[config.mk]
export PLATFORM = sky130hd
export DESIGN_NAME = alu_share_arbiter
export DESIGN_NICKNAME = d
export VERILOG_FILES = /design/src/rtl/alu_share_arbiter.sv
export SDC_FILE = /design/constraint.sdc
export NUM_CORES = 1
export LEC_CHECK = 0
export ABC_AREA = 1
export CAP_MARGIN = 10
export CORE_ASPECT_RATIO = 0.7
export CORE_UTILIZATION = 29
export DETAILED_ROUTE_END_ITERATION = 10
export PLACE_DENSITY = 0.81
export SYNTH_ARGS = -nofsm -noshare
export SYNTH_HDL_FRONTEND = slang
export SYNTH_SLANG_ARGS = --single-unit
[constraint.sdc]
create_clock -name clk -period 1.6 [get_ports clk]
set_input_delay 0.48 -clock clk [delete_from_list [all_inputs] [get_ports clk]]
set_output_delay 0.48 -clock clk [all_outputs]
set_load 0.01 [all_outputs]
[src/rtl/alu_share_arbiter.sv]
// Two-requester arbiter for the shared 16-bit ALU: grant, one-cycle issue, registered result/flags response.
// Optional ALU_SHARE_ARBITER_PERF_EN adds grant and conflict counters.
module alu_share_arbiter #(
  parameter int          PRIORITY = 0,
  parameter logic [3:0]  IDLE_OP  = 4'hF
) (
  input  logic        clk,
  input  logic        rst,
  input  logic        req0_valid,
  output logic        req0_ready,
  input  logic [3:0]  req0_op,
  input  logic [15:0] req0_a,
  input  logic [15:0] req0_b,
  input  logic        req1_valid,
  output logic        req1_ready,
  input  logic [3:0]  req1_op,
  input  logic [15:0] req1_a,
  input  logic [15:0] req1_b,
  output logic        rsp0_valid,
  input  logic        rsp0_ready,
  output logic        rsp1_valid,
  input  logic        rsp1_ready,
  output logic [15:0] rsp_data,
  output logic [2:0]  rsp_flags,
  output logic [3:0]  alu_opcode,
  output logic [15:0] alu_in1,
  output logic [15:0] alu_in2,
  input  logic [15:0] alu_result,
  input  logic [2:0]  alu_flags
`ifdef ALU_SHARE_ARBITER_PERF_EN
  ,
  output logic [15:0] grant_cnt0,
  output logic [15:0] grant_cnt1,
  output logic [15:0] conflict_cnt
`endif
);

  // Handshakes: a request transfers on a cycle where reqN_valid && reqN_ready;
  // a response transfers on a cycle where rspN_valid && rspN_ready.
  typedef enum logic {IDLE, RESP} state_t;

  state_t state, state_nxt;
  logic   owner;
  logic   rr_ptr;
  logic   grant;
  logic   win;

  always_comb begin
    grant      = 1'b0;
    win        = 1'b0;
    req0_ready = 1'b0;
    req1_ready = 1'b0;
    alu_opcode = IDLE_OP;
    alu_in1    = 16'h0000;
    alu_in2    = 16'h0000;
    state_nxt  = state;
    case (state)
      IDLE: begin
        if (!rst && (req0_valid || req1_valid)) begin
          grant = 1'b1;
          // On a tie, round-robin picks the requester not granted last.
          if (req0_valid && req1_valid) win = (PRIORITY != 0) ? 1'b0 : ~rr_ptr;
          else                          win = req1_valid;
          req0_ready = ~win;
          req1_ready = win;
          alu_opcode = win ? req1_op : req0_op;
          alu_in1    = win ? req1_a  : req0_a;
          alu_in2    = win ? req1_b  : req0_b;
          state_nxt  = RESP;
        end
      end
      RESP: begin
        if ((!owner && rsp0_ready) || (owner && rsp1_ready)) state_nxt = IDLE;
      end
      default: state_nxt = IDLE;
    endcase
  end

  always_ff @(posedge clk) begin
    if (rst) begin
      state     <= IDLE;
      owner     <= 1'b0;
      rr_ptr    <= 1'b1;
      rsp_data  <= 16'h0000;
      rsp_flags <= 3'b000;
    end else begin
      state <= state_nxt;
      if (grant) begin
        owner     <= win;
        rr_ptr    <= win;
        rsp_data  <= alu_result;
        rsp_flags <= alu_flags;
      end
    end
  end

  assign rsp0_valid = (state == RESP) && !owner;
  assign rsp1_valid = (state == RESP) && owner;

`ifdef ALU_SHARE_ARBITER_PERF_EN
  always_ff @(posedge clk) begin
    if (rst) begin
      grant_cnt0   <= 16'h0000;
      grant_cnt1   <= 16'h0000;
      conflict_cnt <= 16'h0000;
    end else begin
      if (grant && !win) grant_cnt0 <= grant_cnt0 + 16'h0001;
      if (grant && win)  grant_cnt1 <= grant_cnt1 + 16'h0001;
      if (state == IDLE && req0_valid && req1_valid) conflict_cnt <= conflict_cnt + 16'h0001;
    end
  end
`endif

endmodule

==> flow_summary.json <==
{
  "hold_viol_final": 0,
  "drc": 0,
  "critical_path.endpoint_type": "output pin",
  "synth.net_count": 365,
  "synthesis.area_sq_mm": 0.00178,
  "cts_hold_buf": 0,
  "grt_max_degree": 23,
  "syn_inst": 268,
  "post-route-period-util_pct": 114,
  "finalSetupViolCount": 37,
  "path_class": "flop to output pin",
  "wl_um": 7010,
  "yosysUniqueCellTypes": 20,
  "finalNetCount": 539,
  "grt_setup_unrepaired": "yes",
  "internal_power_mw": 1.61,
  "power.total_mw": 2.34,
  "violations": "setup timing",
  "syn_area_per_cell_sq_um": 6.65,
  "final_cell_mix": "clkdlybuf4s50_1 (92), nand2_1 (52), buf_6 (35)",
  "cp.required_ns": 1.12,
  "period_needed_ns": 1.83,
  "cts.htree.levels": 1,
  "fin_worst_skew_ns": 0.00522,
  "core_area_sq_mm": 0.00581,
  "tightest_slew_ns": 0.238,
  "die_y_um": 67.6,
  "ys_top_cells_by_area": "dfxtp_1 (25%), nand3b_1 (13%), nand2_1 (12%), nand2_2 (9.8%), nor2_2 (9.5%)",
  "grt_pass1_vias": 2280,
  "dp.cells": 501,
  "final_common_cell": "clkdlybuf4s50_1",
  "p_leak_nw": 1.80,
  "portBuffers": 155,
  "io_pins": 156,
  "ys_ff_latch": 22,
  "p_clk_share_pct": 22.2,
  "vias": 2320,
  "cts_sinks": 22,
  "p_seq_share_pct": 26.9,
  "grt_overflow": 0,
  "drv_slew": 0,
  "syn_to_final_growth_pct": 128,
  "cts_tree": "yes",
  "clock_latency_ns": 0.27,
  "fmax_mhz": 547,
  "postSynth.asyncResetShare_pct": 0,
  "avgRoutedWirePerCell_um": 13.6,
  "cap_violations": 0,
  "powerDensity_mw_per_mm2": 576,
  "ctsRootBufferMaster": "clkbuf_8",
  "status": "complete, but fails checks",
  "start_util_pct": 30.7,
  "ys.flop_type": "dfxtp_1",
  "diodes": 0,
  "critPathLaunchType": "flop",
  "antenna_found_initial": 0,
  "nFillCells": 495,
  "grtUsageTotal_pct": 21.2,
  "irDropWorstVdd_uv": 373,
  "pre_cts_slack_ns": -1.11,
  "clockBufferDepth": 2,
  "hold_path.class": "flop to flop",
  "post-dp-hpwl_um": 5070,
  "die_w_um": 95.7,
  "firstDrtPassIters": 4,
  "ys_seq_area_share_pct": 24.7,
  "worstPathArrival_ns": 1.35,
  "ys_warn_count": 0,
  "grt_pass1_wl_um": 10600,
  "finalWorstSetupSlack_ns": -0.229,
  "drt_iter0_markers": 46,
  "finalNonFillerCells": 516,
  "viasPerCell": 4.50,
  "antenna_left": 0,
  "yosys.area.top_type_share_pct": 24.7,
  "switchingPower_uw": 733,
  "max-slew-margin-rel_pct": 84.1,
  "layout-drive-gt1-share_pct": 40.1,
  "fin_setup_tns_ns": -7.26,
  "yosys.area.top_type": "dfxtp_1",
  "power_frac_comb_pct": 51.0,
  "numCtsBuffers": 3,
  "gp_congestion": 0.725,
  "die_area_sq_mm": 0.00647,
  "num_rows": 23,
  "synth_edf_count": 0,
  "clkTransAtPathRegs_ns": 0.08,
  "swShare_pct": 31.3,
  "crit_fanout": 8
}
[area by class of cell]
| type | instances | area, sq um | share of cell area (%) |
|---|---|---|---|
| multi-input combinational | 215 | 1400 | 34.5 |
| inverter | 12 | 65.1 | 1.60 |
| timing repair buffer | 188 | 1990 | 48.9 |
| sequential | 22 | 443 | 10.9 |
| clock buffer | 3 | 41.3 | 1.02 |
| clock inverter | 1 | 30.0 | 0.739 |
| tap | 75 | 93.8 | 2.31 |
[synthesized netlist by cell type (2+ instances only)]
master,instances
nand2_1,56
nor2_1,40
nand3b_1,32
nand2_2,28
nand3_1,28
nor2_2,27
dfxtp_1,22
buf_2,9
inv_1,8
clkbuf_1,3
buf_12,2
buf_4,2
buf_6,2
inv_2,2
nand2_4,2
[worst paths after layout]
path	from	endpoint	slack [ns]	cells past startpoint
worst min-delay path	rsp_flags[0]$_SDFFE_PP0P_	rsp_flags[0]$_SDFFE_PP0P_	0.46	2
worst max register to register	state$_SDFF_PP0_	rsp_data[9]$_SDFFE_PP0P_	0.20	9
worst max-delay path	state$_SDFF_PP0_	alu_in2[13]	-0.23	7
worst min register to register	rsp_flags[0]$_SDFFE_PP0P_	rsp_flags[0]$_SDFFE_PP0P_	0.46	2
[stage by stage]
stage,utilization (%),hold slack (ns),cell area [sq um]
floorplan,-,0.462,1930
global placement,63.0,0.452,3660
detailed placement,63.0,0.456,3660
CTS,68.4,0.465,3980
global route,69.9,0.482,4070
finish,69.9,0.463,4070
[registers in the layout, summed over array words and instances (netlist names)]
name and cells:
rsp_data 16, rsp_flags 3, owner 1, rr_ptr 1, state 1
[routing by layer]
layer  wire (um)  GRT usage, %  vias up  part of all wire (%)
met1        2920          25.8     1047                    42
met2        3510          37.0       82                    50
met4          65          5.22        0                  0.93
met3         522          6.08        8                   7.4
met5           0             0        -                     0
li1            -             -     1183                     -
[what timing repair did]
item / 4_1_cts / 5_1_grt
gates resized for setup: 267 / 19
pin swaps: 22 / 15
endpoints found under the setup margin: 81 / 40
buffers inserted: 5 / 2
cloned: 4 / 2
[power by group through the flow]
stage               Clock [mW]  Sequential [mW]  Combinational, mW
global placement             0            0.640               1.05
finish                   0.519            0.629               1.19
detailed placement           0            0.642               1.06
floorplan                    0            0.663              0.466
CTS                      0.530            0.628               1.16
global route             0.546            0.637               1.28
[worst max-delay path, stage by stage (launching register included)]
cell	delay (ns)
dfxtp_2	0.34
nor2_4	0.16
nand2_8	0.08
inv_12	0.10
buf_12	0.13
nand2_2	0.06
nor2_4	0.09
buf_6	0.11
[cell families (layout without fill, tap and decap cells)]
family / after synthesis / after routing / synth area share (%)
buf+inv: 31 / 204 / 11.4
simple gates: 215 / 215 / 63.9
flops: 22 / 22 / 24.7
Note: power is estimated with default switching activity, not from simulation.
